===== config.mk =====
export PLATFORM = sky130hd
export DESIGN_NAME = exec_unit
export DESIGN_NICKNAME = d
export VERILOG_FILES = /design/src/rtl/exec_pkg.sv /design/src/rtl/exec_muldiv_iter.sv /design/src/rtl/exec_unit.sv
export SDC_FILE = /design/constraint.sdc
export NUM_CORES = 1
export LEC_CHECK = 0
export ABC_AREA = 0
export BUFFER_PORTS_ARGS = -buffer_cell sky130_fd_sc_hd__buf_2
export CAP_MARGIN = 20
export CORE_MARGIN = 1.5
export CORE_UTILIZATION = 30
export DETAILED_ROUTE_END_ITERATION = 10
export PLACE_DENSITY = 0.52
export SLEW_MARGIN = 10
export SYNTH_ARGS = -nofsm -noshare
export SYNTH_HDL_FRONTEND = slang
export SYNTH_SLANG_ARGS = --single-unit

===== constraint.sdc =====
create_clock -name clk -period 7.82 [get_ports clk]
set_input_delay 0.782 -clock clk [delete_from_list [all_inputs] [get_ports clk]]
set_output_delay 0.782 -clock clk [all_outputs]
set_load 0.005 [all_outputs]

===== src/rtl/exec_pkg.sv =====
// -----------------------------------------------------------------------------
// exec_pkg
//   Shared definitions for the execute/write-back stage:
//     - operation codes presented on issue_op
//     - FSM state encoding (IDLE / ITER / WB)
//     - is_iter_op(): true for the multi-cycle multiply/divide operations
// -----------------------------------------------------------------------------
package exec_pkg;

    localparam logic [3:0] OP_ADD   = 4'd0;
    localparam logic [3:0] OP_SUB   = 4'd1;
    localparam logic [3:0] OP_AND   = 4'd2;
    localparam logic [3:0] OP_OR    = 4'd3;
    localparam logic [3:0] OP_XOR   = 4'd4;
    localparam logic [3:0] OP_SLL   = 4'd5;
    localparam logic [3:0] OP_SRL   = 4'd6;
    localparam logic [3:0] OP_SLT   = 4'd7;
    localparam logic [3:0] OP_SLTU  = 4'd8;
    localparam logic [3:0] OP_MUL   = 4'd9;
    localparam logic [3:0] OP_MULHU = 4'd10;
    localparam logic [3:0] OP_DIVU  = 4'd11;
    localparam logic [3:0] OP_REMU  = 4'd12;

    typedef logic [1:0] state_t;

    localparam state_t ST_IDLE = 2'd0;
    localparam state_t ST_ITER = 2'd1;
    localparam state_t ST_WB   = 2'd2;

    function automatic logic is_iter_op(input logic [3:0] op);
        return (op == OP_MUL) || (op == OP_MULHU) ||
               (op == OP_DIVU) || (op == OP_REMU);
    endfunction

endpackage


===== src/rtl/exec_muldiv_iter.sv =====
// -----------------------------------------------------------------------------
// exec_muldiv_iter
//   Bit-serial unsigned multiplier / restoring divider. One step per cycle,
//   DATA_WIDTH steps per operation.
//
//   Ports:
//     clk, reset  rising-edge clock, synchronous active-high reset
//     start       load operands and begin iterating (ignored while active)
//     op          operation code, latched at start (MUL/MULHU/DIVU/REMU)
//     a, b        multiplicand/multiplier or dividend/divisor, latched at start
//     done        high during the final step
//     result      value the final step produces; valid while done is high
//
//   Both algorithms share the same registers: hi holds the product's upper
//   half or the partial remainder, lo holds the multiplier or the dividend
//   that turns into the quotient, opnd holds the multiplicand or divisor.
// -----------------------------------------------------------------------------
module exec_muldiv_iter
    import exec_pkg::*;
#(
    parameter int DATA_WIDTH = 8
) (
    input  logic                  clk,
    input  logic                  reset,
    input  logic                  start,
    input  logic [3:0]            op,
    input  logic [DATA_WIDTH-1:0] a,
    input  logic [DATA_WIDTH-1:0] b,
    output logic                  done,
    output logic [DATA_WIDTH-1:0] result
);

    localparam int CW = (DATA_WIDTH > 1) ? $clog2(DATA_WIDTH) : 1;

    logic                  active;
    logic [CW-1:0]         count;
    logic [3:0]            op_q;
    logic [DATA_WIDTH-1:0] hi;
    logic [DATA_WIDTH-1:0] lo;
    logic [DATA_WIDTH-1:0] opnd;

    logic                  is_div;
    logic [DATA_WIDTH:0]   sum;
    logic [DATA_WIDTH:0]   shifted;
    logic                  ge;
    logic [DATA_WIDTH-1:0] hi_next;
    logic [DATA_WIDTH-1:0] lo_next;

    assign is_div = (op_q == OP_DIVU) || (op_q == OP_REMU);

    // One iteration step, computed combinationally so the final result is
    // available to the parent on the same edge that retires the last step.
    always_comb begin
        // NOTE: every signal gets a default first so no path leaves it
        // unassigned, which would otherwise infer a latch.
        sum     = '0;
        shifted = '0;
        ge      = 1'b0;
        hi_next = hi;
        lo_next = lo;
        if (is_div) begin
            // Restoring division: shift the next dividend bit into the
            // remainder, subtract the divisor only if it fits. A zero
            // divisor always fits, yielding all-ones quotient and the
            // dividend as remainder.
            shifted = {hi, lo[DATA_WIDTH-1]};
            ge      = (shifted >= {1'b0, opnd});
            hi_next = ge ? DATA_WIDTH'(shifted - {1'b0, opnd})
                         : shifted[DATA_WIDTH-1:0];
            lo_next = {lo[DATA_WIDTH-2:0], ge};
        end else begin
            // Shift-add multiply: the carry out of the add re-enters the
            // top of hi, the low bit of the sum shifts into lo.
            sum     = {1'b0, hi} + (lo[0] ? {1'b0, opnd} : '0);
            hi_next = sum[DATA_WIDTH:1];
            lo_next = {sum[0], lo[DATA_WIDTH-1:1]};
        end
    end

    always_comb begin
        unique case (op_q)
            OP_MULHU, OP_REMU: result = hi_next;
            default:           result = lo_next;
        endcase
    end

    assign done = active && (count == '0);

    // NOTE: sequential state uses non-blocking assignments so every register
    // samples values from before the edge, independent of statement order.
    always_ff @(posedge clk) begin
        if (reset) begin
            active <= 1'b0;
            count  <= '0;
            op_q   <= '0;
            hi     <= '0;
            lo     <= '0;
            opnd   <= '0;
        end else if (start && !active) begin
            active <= 1'b1;
            count  <= CW'(DATA_WIDTH - 1);
            op_q   <= op;
            hi     <= '0;
            lo     <= a;
            opnd   <= b;
        end else if (active) begin
            hi <= hi_next;
            lo <= lo_next;
            if (count == '0) begin
                active <= 1'b0;
            end else begin
                count <= count - 1'b1;
            end
        end
    end

endmodule


===== src/rtl/exec_unit.sv =====
// -----------------------------------------------------------------------------
// exec_unit
//   Execute / write-back stage between the register-file read ports and its
//   write port. Simple ALU ops retire one cycle after accept; MUL/MULHU/DIVU/
//   REMU iterate one bit per cycle in exec_muldiv_iter.
//
//   Ports:
//     clk, reset             rising-edge clock, synchronous active-high reset
//     issue_valid/ready      instruction handshake (accept = valid && ready)
//     issue_op               operation code (exec_pkg OP_*)
//     issue_a, issue_b       source operands from the register file
//     issue_rd               destination register index
//     wb_enable              one-cycle write strobe (never for rd == 0)
//     wb_addr, wb_data       write address/data, hold between strobes
//     busy                   multi-cycle operation in progress
// -----------------------------------------------------------------------------
module exec_unit
    import exec_pkg::*;
#(
    parameter int DATA_WIDTH = 8,
    parameter int ADDR_WIDTH = 5
) (
    input  logic                  clk,
    input  logic                  reset,
    input  logic                  issue_valid,
    output logic                  issue_ready,
    input  logic [3:0]            issue_op,
    input  logic [DATA_WIDTH-1:0] issue_a,
    input  logic [DATA_WIDTH-1:0] issue_b,
    input  logic [ADDR_WIDTH-1:0] issue_rd,
    output logic                  wb_enable,
    output logic [ADDR_WIDTH-1:0] wb_addr,
    output logic [DATA_WIDTH-1:0] wb_data,
    output logic                  busy
);

    state_t                state;
    logic [ADDR_WIDTH-1:0] rd_q;
    logic                  accept;
    logic                  start_iter;
    logic [DATA_WIDTH-1:0] alu_result;
    logic                  mdu_done;
    logic [DATA_WIDTH-1:0] mdu_result;

    assign issue_ready = (state != ST_ITER);
    assign busy        = (state == ST_ITER);
    assign accept      = issue_valid && issue_ready;
    assign start_iter  = accept && is_iter_op(issue_op);

    // Single-cycle ALU; iterative and undefined op codes produce 0 here.
    always_comb begin
        alu_result = '0;
        case (issue_op)
            OP_ADD:  alu_result = issue_a + issue_b;
            OP_SUB:  alu_result = issue_a - issue_b;
            OP_AND:  alu_result = issue_a & issue_b;
            OP_OR:   alu_result = issue_a | issue_b;
            OP_XOR:  alu_result = issue_a ^ issue_b;
            OP_SLL:  alu_result = issue_a << issue_b[2:0];
            OP_SRL:  alu_result = issue_a >> issue_b[2:0];
            OP_SLT:  alu_result = {{(DATA_WIDTH-1){1'b0}},
                                   ($signed(issue_a) < $signed(issue_b))};
            OP_SLTU: alu_result = {{(DATA_WIDTH-1){1'b0}}, (issue_a < issue_b)};
            default: alu_result = '0;
        endcase
    end

    exec_muldiv_iter #(
        .DATA_WIDTH (DATA_WIDTH)
    ) u_muldiv (
        .clk    (clk),
        .reset  (reset),
        .start  (start_iter),
        .op     (issue_op),
        .a      (issue_a),
        .b      (issue_b),
        .done   (mdu_done),
        .result (mdu_result)
    );

    // wb_addr/wb_data only move when a strobe is issued, so they keep the
    // last written value in every other cycle (including rd == 0 results).
    always_ff @(posedge clk) begin
        if (reset) begin
            state     <= ST_IDLE;
            rd_q      <= '0;
            wb_enable <= 1'b0;
            wb_addr   <= '0;
            wb_data   <= '0;
        end else begin
            wb_enable <= 1'b0;
            case (state)
                ST_IDLE, ST_WB: begin
                    if (accept) begin
                        if (is_iter_op(issue_op)) begin
                            state <= ST_ITER;
                            rd_q  <= issue_rd;
                        end else begin
                            state <= ST_WB;
                            if (issue_rd != '0) begin
                                wb_enable <= 1'b1;
                                wb_addr   <= issue_rd;
                                wb_data   <= alu_result;
                            end
                        end
                    end else begin
                        state <= ST_IDLE;
                    end
                end
                ST_ITER: begin
                    if (mdu_done) begin
                        state <= ST_WB;
                        if (rd_q != '0) begin
                            wb_enable <= 1'b1;
                            wb_addr   <= rd_q;
                            wb_data   <= mdu_result;
                        end
                    end
                end
                default: state <= ST_IDLE;
            endcase
        end
    end

endmodule


After elaboration in Yosys (flattened, before gate mapping) --
Index checks and enable logic that the tools add are counted.
Word-level totals: flip-flop bits (word level) 53, input port bits 28, output and inout port bits 16
Operators by class: $add $sub $neg 5, magnitude comparators 3, equality and inequality tests 24, shifts and indexed selects 2, multiplexer cells 36, bitwise gates (word level) 3, reduce and logical (&&, ||, !) cells 22
Operators with widths (count):
- 2-to-1 mux 8 bit | 12
- case mux 8 bit (9 select lines) | 1
- == test 4 bit (second input constant) | 8
- 2-to-1 mux 5 bit | 5
- == test 4 x 3 -> 1 bit (second input constant) | 4
- less-than comparator 8 bit | 2
- case mux 8 bit (2 select lines) | 1
- subtractor 8 bit | 2
- case mux 5 bit (2 select lines) | 1
- nonzero test 5 bit | 2
- adder 8 x 8 -> 9 bit | 1
- >= comparator 9 x 8 -> 1 bit | 1
- 2-to-1 mux 3 bit | 3
- adder 8 bit | 1
- AND 8 bit | 1
- == test 4 x 2 -> 1 bit (second input constant) | 2
- 2-to-1 mux 1 bit | 8
- inequality test 2 bit (second input constant) | 4
- OR 8 bit | 1
- left shift 8 x 3 -> 8 bit | 1
- right shift 8 x 3 -> 8 bit | 1
- XOR 8 bit | 1
- 2-to-1 mux 2 bit | 3
- inequality test 2 x 1 -> 1 bit (second input constant) | 3
- 17 further kinds | 26

Depth between registers and ports, before layout --
word-level depth 8, mapped depth 11, mapped depth without buffers 10

Modules after synthesis --
From an unflattened synthesis, not the netlist that was laid out.
Second synthesis, totals: cells, all modules 640, area, all modules 5123.7 um2
Modules (own cells, without submodules):
- exec_unit | times used 1, cells an instance 347, area an instance 2715.1 um2, sequential area each 420.4 um2
- exec_muldiv_iter | times used 1, cells an instance 293, area an instance 2408.6 um2, sequential area each 640.6 um2

Worst setup path before layout --
Ideal clock, no wire load.
path kind input port to flip-flop, from input issue_b[1], to register wb_data[6], library setup time 122 ps, arrival time 2880 ps, data required time 7698 ps, path slack 4818 ps, stages 9, cell sequence buf_1 inv_1 fa_1 a21oi_1 o21bai_1 a221oi_1 o221a_2 o21ai_0 a221o_1
On the way: word-level cells in the longest chain between the ends 6, elaborated cells between the ends (all ways) 9, those cells by class add/sub (2); shift (2); mux (5)
RTL lines:
- start: declaration | RTL line exec_unit.sv:29 | input logic [DATA_WIDTH-1:0] issue_b,
- subtractor 8 bit, or another cell as far along | RTL line exec_unit.sv:55 | OP_SUB: alu_result = issue_a - issue_b;
- case mux 8 bit (9 select lines) * | RTL line exec_unit.sv:53 | case (issue_op)
- 2-to-1 mux 8 bit * | RTL line exec_unit.sv:100 | if (issue_rd != '0) begin
- 2-to-1 mux 8 bit * | RTL line exec_unit.sv:95 | if (is_iter_op(issue_op)) begin
- 2-to-1 mux 8 bit * | RTL line exec_unit.sv:94 | if (accept) begin
- case mux 8 bit (2 select lines) * | RTL line exec_unit.sv:92 | case (state)
- end signal: assignment | RTL line exec_unit.sv:103 | wb_data <= alu_result;
- end signal: assignment | RTL line exec_unit.sv:116 | wb_data <= mdu_result;
- end: declaration | RTL line exec_unit.sv:33 | output logic [DATA_WIDTH-1:0] wb_data,
Every way passes the cells marked *; elsewhere a longest branch is shown, timed or not. The select of a mux whose other input is x is not followed. A chain may end at the register's enable or synchronous reset.

Worst setup path in the final report --
from register u_muldiv.opnd[1], to register wb_data[3]
On the way: word-level cells in the longest chain between the ends 7, elaborated cells between the ends (all ways) 10, those cells by class add/sub (2); order compare (1); mux (7)
RTL lines:
- start: declaration | RTL line exec_muldiv_iter.sv:40 | logic [DATA_WIDTH-1:0] opnd;
- start signal: assignment | RTL line exec_muldiv_iter.sv:98 | opnd <= '0;
- start signal: assignment | RTL line exec_muldiv_iter.sv:105 | opnd <= b;
- 2-to-1 mux 8 bit, or another cell as far along | RTL line exec_muldiv_iter.sv:74 | sum = {1'b0, hi} + (lo[0] ? {1'b0, opnd} : '0);
- adder 8 x 8 -> 9 bit / 2-to-1 mux 8 bit (equally long branches) | RTL line exec_muldiv_iter.sv:74, exec_muldiv_iter.sv:68
- 2-to-1 mux 8 bit * | RTL line exec_muldiv_iter.sv:61 | if (is_div) begin
- 2-to-1 mux 8 bit * | RTL line exec_muldiv_iter.sv:81 | unique case (op_q)
- 2-to-1 mux 8 bit * | RTL line exec_unit.sv:113 | if (rd_q != '0) begin
- 2-to-1 mux 8 bit * | RTL line exec_unit.sv:111 | if (mdu_done) begin
- case mux 8 bit (2 select lines) * | RTL line exec_unit.sv:92
Marks and branches as above.

==> impl_metrics.env <==
export IMPL_grt_pass1_vias=4606
export IMPL_port_buffers=43
export IMPL_htree_levels=2
export IMPL_cts_root_buf="clkbuf_16"
export IMPL_period_share_pct=39.2
export IMPL_rrSetupSlack_ps=4750
export IMPL_ios=44
export IMPL_skew_ps=7.42
export IMPL_num_antenna_cells=0
export IMPL_synthFlopType="dfxtp_1"
export IMPL_synth_seq_cells=53
export IMPL_cp_required_ps=7970
export IMPL_nNetsFinal=726
export IMPL_drt_iter0_drc=338
export IMPL_setup_viol=0
export IMPL_fillers=1734
export IMPL_yosys_warnings=0
export IMPL_dieArea_mm2=0.0173
export IMPL_hp_class="reg -> reg"
export IMPL_insertion_delay_ps=300
export IMPL_drv_cap=0
export IMPL_cpMostUsedCell="a311oi_1"
export IMPL_wirelength_mm=15.8
export IMPL_max_slew_margin_pct=26.6
export IMPL_die_y_um=131
export IMPL_crit_end="wb_data[3]"
export IMPL_fin_crit_ps=3070
export IMPL_rsz0062_at_grt="no"
export IMPL_antenna_found_initial=0
export IMPL_dpl_worst_slack_ps=4470
export IMPL_grt_use_total_pct=17.9
export IMPL_critPathLaunch="u_muldiv.opnd[1]"
export IMPL_p_total_mw=0.786
export IMPL_num_vias=4846
export IMPL_avgSynthCellArea_um2=7.90
export IMPL_crit_path_cell_trace="inv_1, ha_1, nor2b_1, o21ai_1, a311oi_1, a2111oi_2, buf_4, mux2_2, o2111ai_1, a311oi_1"
export IMPL_hold_viol_final=0
export IMPL_cts_buffer_depth=2
export IMPL_clkTransAtPathRegs_ps=70
export IMPL_reg2reg_depth=10
export IMPL_ys_seq_area_share_pct=21.4
export IMPL_dr_pass1_iters=5
export IMPL_die_x_um=131
export IMPL_remaining_drc_errors=0
export IMPL_p_seq_share_pct=38.4
export IMPL_holdBufCountCts=0
export IMPL_p_clk_share_pct=31.2
export IMPL_yosysUniqueCellTypes=69
export IMPL_timing_rr_end="wb_data[3]"
export IMPL_grt_pass1_wl_mm=25.1
export IMPL_endpoint_kind="flip-flop"
export IMPL_via_per_inst=5.58
export IMPL_cts_buffers=5
export IMPL_initial_core_util_pct=31.0
export IMPL_max_stage_delay_ps=430
export IMPL_synth_area_mm2=0.00495
export IMPL_crit_type="reg -> reg"
export IMPL_gp_congestion=0.909
export IMPL_postSynth_asyncResetShare_pct=0
export IMPL_grt_start_max_net_pins=49
export IMPL_p_switching_mw=0.264
export IMPL_rows=46
export IMPL_synth_edff_count=0
export IMPL_final_util_pct=34.4
export IMPL_antenna_left=0
export IMPL_setup_slack_ps=4750
export IMPL_ir_drop_v=0.0000822
export IMPL_dp_hpwl_mm=12.3
export IMPL_run_status="finished clean"
export IMPL_slowest_stage="dfxtp_1"
export IMPL_setup_worst_path_start_class="flip-flop"
export IMPL_syn_inst=627
export IMPL_p_sw_share_pct=33.6
export IMPL_cts_tree="done"
export IMPL_leakage_nw=2.26
export IMPL_worst_pin_slew_ps=1090
export IMPL_grt_overflow=0
export IMPL_postCtsSetupBuffers=0
export IMPL_core_area_mm2=0.0160
export IMPL_power_density_mw_per_mm2=143
export IMPL_max_freq_ghz=0.326
export IMPL_postCtsResizedCells=0
export IMPL_cts_sink_count=53
export IMPL_final_layout_size_suffix_gt1_share_pct=12.1
export IMPL_crit_reg2reg_launch="u_muldiv.opnd[1]"
export IMPL_arrival_ps=3210
export IMPL_pwr_share_comb_pct=30.4
export IMPL_drv_slew=0
export IMPL_synth_nets=702
export IMPL_cp_max_fo=11
export IMPL_internal_power_mw=0.521
export IMPL_wire_per_inst_um=18.2
export IMPL_setup_tns_ps=0
export IMPL_area_delta_synth_final_pct=11.2
-- power by group through the flow --
stage	Combinational (mW)	Clock [mW]	Sequential [mW]
finish	0.239	0.245	0.302
global route	0.265	0.257	0.303
CTS	0.238	0.248	0.301
detailed placement	0.237	0	0.307
global placement	0.234	0	0.307
floorplan	0.169	0	0.303
-- state kept, by name (all words and copies together), names as in the netlist, 3 cells and up --
name            count
rd_q                5
u_muldiv.count      3
u_muldiv.hi         8
u_muldiv.lo         8
u_muldiv.op_q       4
u_muldiv.opnd       8
wb_addr             5
wb_data             8
-- worst min path at each step --
stage | start | to | slack [ps] | depth (start not counted)
after floorplan | u_muldiv.opnd[2] | u_muldiv.opnd[2] | 440 | 2
after global placement | u_muldiv.opnd[7] | u_muldiv.opnd[7] | 460 | 2
after detailed placement | u_muldiv.opnd[7] | u_muldiv.opnd[7] | 470 | 2
after CTS | u_muldiv.opnd[7] | u_muldiv.opnd[7] | 480 | 2
after global routing | u_muldiv.opnd[7] | u_muldiv.opnd[7] | 510 | 2
final | u_muldiv.opnd[7] | u_muldiv.opnd[7] | 470 | 2
-- stage by stage --
| stage | hold slack (ps) | cell area, um2 | std cells |
|---|---|---|---|
| 3_3_place_gp | 462 | 5340 | 860 |
| 2_1_floorplan | 445 | 4950 | 627 |
| 3_5_place_dp | 468 | 5340 | 860 |
| 6_report | 471 | 5510 | 868 |
| 4_1_cts | 478 | 5510 | 868 |
| 5_1_grt | 510 | 5510 | 868 |
-- synthesized netlist by cell type, types with 10 or more instances --
cell	number	area (um2)
a211oi_1	13	97.6
clkbuf_1	20	75.1
mux2i_1	28	280
nor3_1	10	50.1
o21ai_0	28	140
a311oi_1	15	131
nand2_1	69	259
dfxtp_1	53	1060
nor2b_1	10	62.6
inv_1	38	143
a21oi_1	50	250
nor2_1	60	225
ha_1	43	538
-- final cells by class --
class	count	area, um2	area share [%]
multi-input combinational	503	3600	65.4
sequential	53	1060	19.3
tap	216	270	4.91
timing repair buffer	50	268	4.86
clock buffer	7	153	2.77
inverter	38	143	2.59
clock inverter	1	8.76	0.159
-- cells in the final DEF (no fill, tap or decap), types with 9 or more instances in the layout --
cell type  synthesis  layout
mux2i_1           28      28
buf_2              9      43
a311oi_1          15      15
a211oi_1          13      13
nor2_1            60      60
nor3_1            10      10
a21oi_1           50      50
inv_1             38      38
dfxtp_1           53      53
a22oi_1            9       9
nand2_1           69      69
o21ai_0           28      28
ha_1              43      43
nor2b_1           10      10
-- logic make-up after synthesis --
kind of cell,synth area share [%]
muxes,10.7
adders and majority gates,12.5
buffers and inverters,5.84
DFF,21.4
and+or+nand+nor,20.7
AOI/OAI and AO/OA,27.5
xor gates and xnor gates,1.41
-- layer usage --
layer / vias to the layer above / global-route usage, % / wire length [um]
met5: - / 0 / 0
met4: 0 / 5.56 / 325
li1: 2361 / - / -
met3: 21 / 1.81 / 691
met1: 2329 / 24.2 / 7250
met2: 135 / 30.1 / 7510
-- critical path: cells and delay by family, from the launching register on --
kind | cells | cell delay [ps]
AO/OA/AOI/OAI | 5 | 1280
multiplexers | 1 | 400
buffers and inverters | 2 | 350
AND/OR/NAND/NOR | 1 | 150
flip-flops | 1 | 430
adder cells (fa/ha/maj) | 1 | 310
No activity file was read; power rests on OpenSTA's default activity.
